--- src/rtl/jtag_dmi_pkg.sv ---
`timescale 1ns/1ps
// DMI request/response types shared by the JTAG DTM side and the DMI arbiter.
// Widths follow the RISC-V debug spec defaults: 7-bit address and 32-bit data.
// The arbiter adds its state encoding and the failed-response code used on watchdog expiry.
package jtag_dmi_pkg;

  localparam int DMI_ADDR_WIDTH = 7;
  localparam int DMI_DATA_WIDTH = 32;

  typedef enum logic [1:0] {
    DMI_OP_NOP   = 2'd0,
    DMI_OP_READ  = 2'd1,
    DMI_OP_WRITE = 2'd2,
    DMI_OP_RSVD  = 2'd3
  } dmi_op_e;

  typedef enum logic [1:0] {
    DMI_RESP_OK   = 2'd0,
    DMI_RESP_RSVD = 2'd1,
    DMI_RESP_ERR  = 2'd2,
    DMI_RESP_BUSY = 2'd3
  } dmi_resp_e;

  // Response code reported to a requester whose transaction was killed by the watchdog.
  localparam logic [1:0] DMI_RESP_FAILED = 2'b10;

  typedef enum logic [1:0] {
    IDLE = 2'd0,
    REQ  = 2'd1,
    RSP  = 2'd2
  } dmi_arb_state_e;

endpackage

--- src/rtl/jtag_dmi_arbiter.sv ---
`timescale 1ns/1ps
// Two-requester round-robin arbiter in front of the single Debug Module DMI port, with hang watchdog.
// Latency: accept in cycle 0, DMI request from cycle 1, response pulse one cycle after dmi_rsp_valid.
// Backpressure: one transaction outstanding; mN_req_ready only in IDLE, DMI payload held until dmi_req_ready.
module jtag_dmi_arbiter
  import jtag_dmi_pkg::*;
#(
  parameter int TIMEOUT_CYCLES = 1024
) (
  input  logic                      clk,
  input  logic                      rst_n,
  // requester 0 (JTAG DTM)
  input  logic                      m0_req_valid,
  output logic                      m0_req_ready,
  input  logic [DMI_ADDR_WIDTH-1:0] m0_addr,
  input  logic [DMI_DATA_WIDTH-1:0] m0_wdata,
  input  dmi_op_e                   m0_op,
  output logic                      m0_rsp_valid,
  output logic [DMI_DATA_WIDTH-1:0] m0_rdata,
  output dmi_resp_e                 m0_resp,
  // requester 1 (secondary debug host)
  input  logic                      m1_req_valid,
  output logic                      m1_req_ready,
  input  logic [DMI_ADDR_WIDTH-1:0] m1_addr,
  input  logic [DMI_DATA_WIDTH-1:0] m1_wdata,
  input  dmi_op_e                   m1_op,
  output logic                      m1_rsp_valid,
  output logic [DMI_DATA_WIDTH-1:0] m1_rdata,
  output dmi_resp_e                 m1_resp,
  // Debug Module side
  output logic                      dmi_req_valid,
  input  logic                      dmi_req_ready,
  output logic [DMI_ADDR_WIDTH-1:0] dmi_addr,
  output logic [DMI_DATA_WIDTH-1:0] dmi_wdata,
  output dmi_op_e                   dmi_op,
  input  logic                      dmi_rsp_valid,
  input  logic [DMI_DATA_WIDTH-1:0] dmi_rdata,
  input  dmi_resp_e                 dmi_resp,
  output logic                      dmi_abort,
  // status
  output logic                      busy,
  output logic                      grant_id,
  output logic [7:0]                timeout_count
);

  // A zero timeout disables the watchdog; keep a 1-bit counter so widths stay legal.
  localparam bit             WD_EN    = (TIMEOUT_CYCLES > 0);
  localparam int             CNT_W    = WD_EN ? $clog2(TIMEOUT_CYCLES + 1) : 1;
  localparam logic [CNT_W-1:0] CNT_LAST = WD_EN ? CNT_W'(TIMEOUT_CYCLES - 1) : '0;

  dmi_arb_state_e            state_q, state_d;
  logic                      rr_pref_q, rr_pref_d;
  logic                      grant_id_q, grant_id_d;
  logic [DMI_ADDR_WIDTH-1:0] addr_q, addr_d;
  logic [DMI_DATA_WIDTH-1:0] wdata_q, wdata_d;
  dmi_op_e                   op_q, op_d;
  logic [CNT_W-1:0]          cnt_q, cnt_d;
  logic [7:0]                tmo_cnt_q, tmo_cnt_d;
  logic                      abort_q, abort_d;
  logic                      rsp0_vld_q, rsp0_vld_d;
  logic [DMI_DATA_WIDTH-1:0] rdata0_q, rdata0_d;
  dmi_resp_e                 resp0_q, resp0_d;
  logic                      rsp1_vld_q, rsp1_vld_d;
  logic [DMI_DATA_WIDTH-1:0] rdata1_q, rdata1_d;
  dmi_resp_e                 resp1_q, resp1_d;

  logic pick1;
  logic req_done;
  logic rsp_done;
  logic expire;

  // Arbitration, FSM next state, watchdog and response routing.
  always_comb begin
    state_d      = state_q;
    rr_pref_d    = rr_pref_q;
    grant_id_d   = grant_id_q;
    addr_d       = addr_q;
    wdata_d      = wdata_q;
    op_d         = op_q;
    cnt_d        = cnt_q;
    tmo_cnt_d    = tmo_cnt_q;
    abort_d      = 1'b0;
    rsp0_vld_d   = 1'b0;
    rdata0_d     = rdata0_q;
    resp0_d      = resp0_q;
    rsp1_vld_d   = 1'b0;
    rdata1_d     = rdata1_q;
    resp1_d      = resp1_q;
    m0_req_ready = 1'b0;
    m1_req_ready = 1'b0;

    // Requester 1 wins when it is alone, or when both ask and it holds the preference.
    pick1    = m1_req_valid & (~m0_req_valid | rr_pref_q);
    req_done = (state_q == REQ) && dmi_req_ready;
    rsp_done = (state_q == RSP) && dmi_rsp_valid;
    // Completion in the expiry cycle takes priority over the timeout.
    expire   = WD_EN && (state_q != IDLE) && (cnt_q == CNT_LAST) && !req_done && !rsp_done;

    if (WD_EN && (state_q != IDLE)) begin
      cnt_d = cnt_q + CNT_W'(1);
    end

    case (state_q)
      IDLE: begin
        if (m0_req_valid || m1_req_valid) begin
          m0_req_ready = ~pick1;
          m1_req_ready = pick1;
          grant_id_d   = pick1;
          rr_pref_d    = ~pick1;
          addr_d       = pick1 ? m1_addr  : m0_addr;
          wdata_d      = pick1 ? m1_wdata : m0_wdata;
          op_d         = pick1 ? m1_op    : m0_op;
          cnt_d        = '0;
          state_d      = REQ;
        end
      end
      REQ: begin
        // Any response seen here is spurious and dropped.
        if (req_done) begin
          state_d = RSP;
        end
      end
      RSP: begin
        if (rsp_done) begin
          state_d = IDLE;
          if (grant_id_q) begin
            rsp1_vld_d = 1'b1;
            rdata1_d   = dmi_rdata;
            resp1_d    = dmi_resp;
          end else begin
            rsp0_vld_d = 1'b1;
            rdata0_d   = dmi_rdata;
            resp0_d    = dmi_resp;
          end
        end
      end
      default: begin
        state_d = IDLE;
      end
    endcase

    if (expire) begin
      state_d = IDLE;
      abort_d = 1'b1;
      if (tmo_cnt_q != 8'hFF) begin
        tmo_cnt_d = tmo_cnt_q + 8'd1;
      end
      if (grant_id_q) begin
        rsp1_vld_d = 1'b1;
        rdata1_d   = '0;
        resp1_d    = dmi_resp_e'(DMI_RESP_FAILED);
      end else begin
        rsp0_vld_d = 1'b1;
        rdata0_d   = '0;
        resp0_d    = dmi_resp_e'(DMI_RESP_FAILED);
      end
    end
  end

  // State and output registers; reset drops everything, including any in-flight response.
  always_ff @(posedge clk or negedge rst_n) begin
    if (!rst_n) begin
      state_q    <= IDLE;
      rr_pref_q  <= 1'b0;
      grant_id_q <= 1'b0;
      addr_q     <= '0;
      wdata_q    <= '0;
      op_q       <= DMI_OP_NOP;
      cnt_q      <= '0;
      tmo_cnt_q  <= '0;
      abort_q    <= 1'b0;
      rsp0_vld_q <= 1'b0;
      rdata0_q   <= '0;
      resp0_q    <= DMI_RESP_OK;
      rsp1_vld_q <= 1'b0;
      rdata1_q   <= '0;
      resp1_q    <= DMI_RESP_OK;
    end else begin
      state_q    <= state_d;
      rr_pref_q  <= rr_pref_d;
      grant_id_q <= grant_id_d;
      addr_q     <= addr_d;
      wdata_q    <= wdata_d;
      op_q       <= op_d;
      cnt_q      <= cnt_d;
      tmo_cnt_q  <= tmo_cnt_d;
      abort_q    <= abort_d;
      rsp0_vld_q <= rsp0_vld_d;
      rdata0_q   <= rdata0_d;
      resp0_q    <= resp0_d;
      rsp1_vld_q <= rsp1_vld_d;
      rdata1_q   <= rdata1_d;
      resp1_q    <= resp1_d;
    end
  end

  assign dmi_req_valid = (state_q == REQ);
  assign dmi_addr      = addr_q;
  assign dmi_wdata     = wdata_q;
  assign dmi_op        = op_q;
  assign dmi_abort     = abort_q;
  assign busy          = (state_q != IDLE);
  assign grant_id      = grant_id_q;
  assign timeout_count = tmo_cnt_q;
  assign m0_rsp_valid  = rsp0_vld_q;
  assign m0_rdata      = rdata0_q;
  assign m0_resp       = resp0_q;
  assign m1_rsp_valid  = rsp1_vld_q;
  assign m1_rdata      = rdata1_q;
  assign m1_resp       = resp1_q;

endmodule

--- config.mk ---
export PLATFORM = sky130hd
export DESIGN_NAME = jtag_dmi_arbiter
export DESIGN_NICKNAME = d
export VERILOG_FILES = /design/src/rtl/jtag_dmi_pkg.sv /design/src/rtl/jtag_dmi_arbiter.sv
export SDC_FILE = /design/constraint.sdc
export NUM_CORES = 1
export LEC_CHECK = 0
export CAP_MARGIN = 20
export CORE_MARGIN = 3
export CORE_UTILIZATION = 40
export DETAILED_ROUTE_END_ITERATION = 12
export PLACE_DENSITY = 0.75
export SLEW_MARGIN = 15
export SYNTH_ARGS = -nofsm -noshare
export SYNTH_HDL_FRONTEND = slang
export SYNTH_SLANG_ARGS = --single-unit
--- constraint.sdc ---
create_clock -name clk -period 2.5 [get_ports clk]
set_clock_uncertainty 0.1 [all_clocks]
set_input_delay 0.375 -clock clk [delete_from_list [all_inputs] [get_ports clk]]
set_output_delay 0.375 -clock clk [all_outputs]
set_load 0.05 [all_outputs]
# == Word-level counts from Yosys, hierarchy flattened ==
# Cells that the tools add are included.
# op_classes
n_addsub,2
mul,0
div,0
order_cmp,0
eq_ne,7
shift,0
mux,46
n_bitwise,4
reduce_logical,13
# ops
cell,n
32-bit 2-to-1 mux,11
11-bit 2-to-1 mux,3
2-bit 2-to-1 mux,15
1-bit 2-to-1 mux,15
"11-bit by 1-bit adder with 11-bit output, second input constant",1
"11-bit by 10-bit == test with 1-bit output, second input constant",1
"8-bit by 1-bit adder with 8-bit output, second input constant",1
"8-bit != test, second input constant",1
7-bit 2-to-1 mux,1
"3-bit != test, second input constant",2
2-bit case mux with 3 select lines,1
1-bit logical AND,5
2-bit AND reduction,2
"3-bit by 1-bit != test with 1-bit output, second input constant",1
3-bit AND reduction,1
"2-bit by 1-bit == test with 1-bit output, second input constant",1
"2-bit == test, second input constant",1
1-bit logical NOT,2
2-bit logical NOT,1
1-bit inverter,2
2-bit nonzero test,1
1-bit bitwise AND,1
1-bit logical OR,1
1-bit OR,1
# word_totals
regBits,135
latchBits,0
ramBits,0
romBits,0
inputBits,122
out_inout_bits,125
wordCells,87
memories,0

# == Longest topological paths before layout ==
# depth
depth_word,7
mapped_depth,8
depth_no_buf,5

# == Worst setup path after synthesis ==
# No wires, ideal clock.
# synth_path
path_type,reg-to-output
from,register state_q[1]
to,output port m0_req_ready
arrival_ps,1801
required_ps,2025
path_slack_ps,224
path_stages_with_launch,8
n_path_buf,3
path_cell_list,dfrtp_1 -> buf_4 -> nor2_1 -> inv_1 -> nor2_1 -> and2_1 -> buf_2 -> buf_2
# synth_between
elab_chain_cells,2
# synth_lines
element,line_no,text
"start, declared",jtag_dmi_arbiter.sv:51,"dmi_arb_state_e state_q, state_d;"
"start signal, assigned",jtag_dmi_arbiter.sv:179,state_q <= state_d;
2-bit logical NOT,jtag_dmi_arbiter.sv:103,case (state_q)
1-bit 2-to-1 mux,jtag_dmi_arbiter.sv:103,
"end, declared",jtag_dmi_arbiter.sv:14,"output logic m0_req_ready,"
# No other way between the ends.

# == Final worst setup path ==
# Ends and elaborated chain as after synthesis.

==> flow_metrics.env <==
export IMPL_outcome="finished, final reports clean"
export IMPL_postCtsSetupBuffers=0
export IMPL_finalHoldWorstSlack_ns=0.386
export IMPL_start_kind="flop"
export IMPL_tightest_slew_ns=0.776
export IMPL_reg2reg_to="timeout_count[1]$_DFFE_PN0P_"
export IMPL_finalWorstSetupSlack_ns=0.207
export IMPL_diodes=0
export IMPL_grt_usage=0.216
export IMPL_ys_types=46
export IMPL_finalCriticalPeriod_ns=2.29
export IMPL_grt_max_degree=72
export IMPL_wl_um=16900
export IMPL_crit_path_start="state_q[1]$_DFFE_PN0P_"
export IMPL_grt_ovfl_total=0
export IMPL_vias=4885
export IMPL_p_per_area_nw_per_um2=1460
export IMPL_rsz0062_at_grt="no"
export IMPL_syn_num_nets=587
export IMPL_antenna_found_initial=0
export IMPL_n_fill_cell=1015
export IMPL_slew_viol_final=0
export IMPL_synth_edf_count=0
export IMPL_final_cell_mix="241 x clkdlybuf4s50_1, 134 x dfrtp_1, 53 x nand2_1, 34 x and2_1, 34 x a221o_1"
export IMPL_drt_vias_per_instance=5.46
export IMPL_nets=830
export IMPL_ys_seq_area_frac=0.600
export IMPL_drt_iter0_markers=260
export IMPL_dp_hpwl_um=12300
export IMPL_io_buffers=246
export IMPL_pre_cts_ws_ns=0.142
export IMPL_dr_pass1_iters=5
export IMPL_async_flop_share=1.00
export IMPL_p_leak_nw=3.76
export IMPL_vdd_drop_max_uv=864
export IMPL_gp_congestion=0.849
export IMPL_cp_arrival_ns=1.82
export IMPL_hold_path_class="input port to asynchronous set/reset pin"
export IMPL_placedInstanceArea_um2=8360
export IMPL_path_max_fanout=9
export IMPL_clock_sinks=135
export IMPL_grt_pass1_vias=4984
export IMPL_ctsLongestPathBuffers=2
export IMPL_drive_above_1_share=0.0890
export IMPL_grt_pass1_wl_um=26900
export IMPL_synth_warnings=0
export IMPL_critPathKind="flop to primary output"
export IMPL_regArea_um2=3380
export IMPL_synth_seq_cells=135
export IMPL_core_area_um2=13500
export IMPL_root_buffer="clkbuf_16"
export IMPL_ant_nets=0
export IMPL_worstRegToRegCells=5
export IMPL_start_util=0.417
export IMPL_cts_buffers_inserted=17
export IMPL_syn_area_um2=5630
export IMPL_reg2reg_from="cnt_q[0]$_DFF_PN0_"
export IMPL_area_growth_pct=60.2
export IMPL_mostFrequentLayoutCell="clkdlybuf4s50_1"
export IMPL_clk_pin_slew_ns=0.05
export IMPL_cp_end_kind="primary output"
export IMPL_synthCells=463
export IMPL_synthFlopType="dfrtp_1"
export IMPL_insertion_delay_ns=0.41
export IMPL_synth_avg_cell_area_um2=12.2
export IMPL_num_rows=42
export IMPL_cts_tree="built"
export IMPL_min_period_over_period=0.917
export IMPL_max_slew_margin=0.482
export IMPL_hold_viol=0
export IMPL_fmax_ghz=0.436
export IMPL_rrSetupSlack_ns=0.26
export IMPL_dieWidth_um=125
export IMPL_die_area_um2=15500
export IMPL_htree_levels=4
export IMPL_worstSetupEndpoint="m0_req_ready"
export IMPL_design_area_um2=9020
export IMPL_fp_dieH_um=125
export IMPL_multi_input_area_um2=2100
export IMPL_drv_cap=0
export IMPL_crit_required_ns=2.03
export IMPL_drt_drc_violations_left=0
export IMPL_finalSetupTns_ns=0
export IMPL_ios=247
export IMPL_setup_violations=0
export IMPL_wire_per_inst_um=18.9
export IMPL_final_util=0.668
==> worst min path at each step <==
stage / end / slack [ns] / depth (start not counted)
final: dmi_abort$_DFF_PN0_ / 0.39 / 2
after global routing: flop / 0.40 / 1
after CTS: dmi_addr[2]$_DFFE_PN0P_ / 0.39 / 2
after detailed placement: dmi_abort$_DFF_PN0_ / 0.27 / 1
after global placement: dmi_abort$_DFF_PN0_ / 0.27 / 1
after floorplan: asynchronous set/reset pin / -0.02 / 0
==> cells by family after synthesis <==
logic type | after synthesis | synth area share
DFF | 135 | 0.600
AOI/OAI and AO/OA | 129 | 0.207
and+or+nand+nor | 129 | 0.118
buffers and inverters | 48 | 0.0360
muxes | 14 | 0.0256
xor gates and xnor gates | 6 | 0.00933
adders and majority gates | 2 | 0.00444
==> worst max-delay path: stages (launching register included) <==
cell and delay, ns:
dfrtp_1 0.48, nor2_2 0.24, inv_1 0.14, nor2_1 0.16, and2_4 0.24, buf_12 0.15
==> layer usage <==
metal | vias to the layer above | track usage | routed length, um
li1 | 2232 | - | -
met1 | 2411 | 0.262 | 6700
met2 | 217 | 0.351 | 8170
met3 | 25 | 0.0892 | 1680
met4 | 0 | 0.0716 | 335
met5 | - | 0 | 0
==> report_power, final <==
group,switching (mW),internal [mW],total (mW)
combinational,4.39,2.48,6.87
clock,0.879,1.82,2.70
sequential,0.535,3.04,3.57
total,5.81,7.33,13.1
==> stage by stage <==
stage | total power, mW | std cells
final | 13.1 | 895
after global routing | 13.7 | 895
after CTS | 13.2 | 895
after detailed placement | 10.5 | 862
after global placement | 10.4 | 862
after floorplan | 7.95 | 463
==> layout make-up <==
cell class / count / share of cell area
Multi-Input combinational cell: 280 / 0.233
Inverter: 10 / 0.00416
Clock buffer: 23 / 0.0519
Sequential cell: 135 / 0.375
Timing Repair Buffer: 262 / 0.293
Tap cell: 176 / 0.0244
Clock inverter: 9 / 0.0191
==> what timing repair did <==
action | 4_1_cts | 5_1_grt
hold buffers | 1 | 0
endpoints found under the setup margin | 2 | 2
endpoints found under the hold margin | 55 | 0
resized for setup | 2 | 3
==> cell usage after synthesis (all sizes together), types with 2 or more instances <==
library cell,count,area share
o21ai,15,0.014
nand3,7,0.0062
nor4,4,0.0056
nor2,12,0.0080
mux2i,11,0.020
buf,12,0.012
dfrtp,135,0.60
nor4b,2,0.0042
o211ai,2,0.0027
nand3b,3,0.0040
a32o,33,0.059
xor2,6,0.0093
o2bb2ai,33,0.051
a221o,34,0.060
clkbuf,26,0.017
nand4,4,0.0044
o2111ai,2,0.0062
ha,2,0.0044
and2,35,0.039
a21oi,2,0.0018
nand2,53,0.035
inv,10,0.0067
mux2,3,0.0060
nor3,3,0.0027
Power figures use the tool's default switching activity.
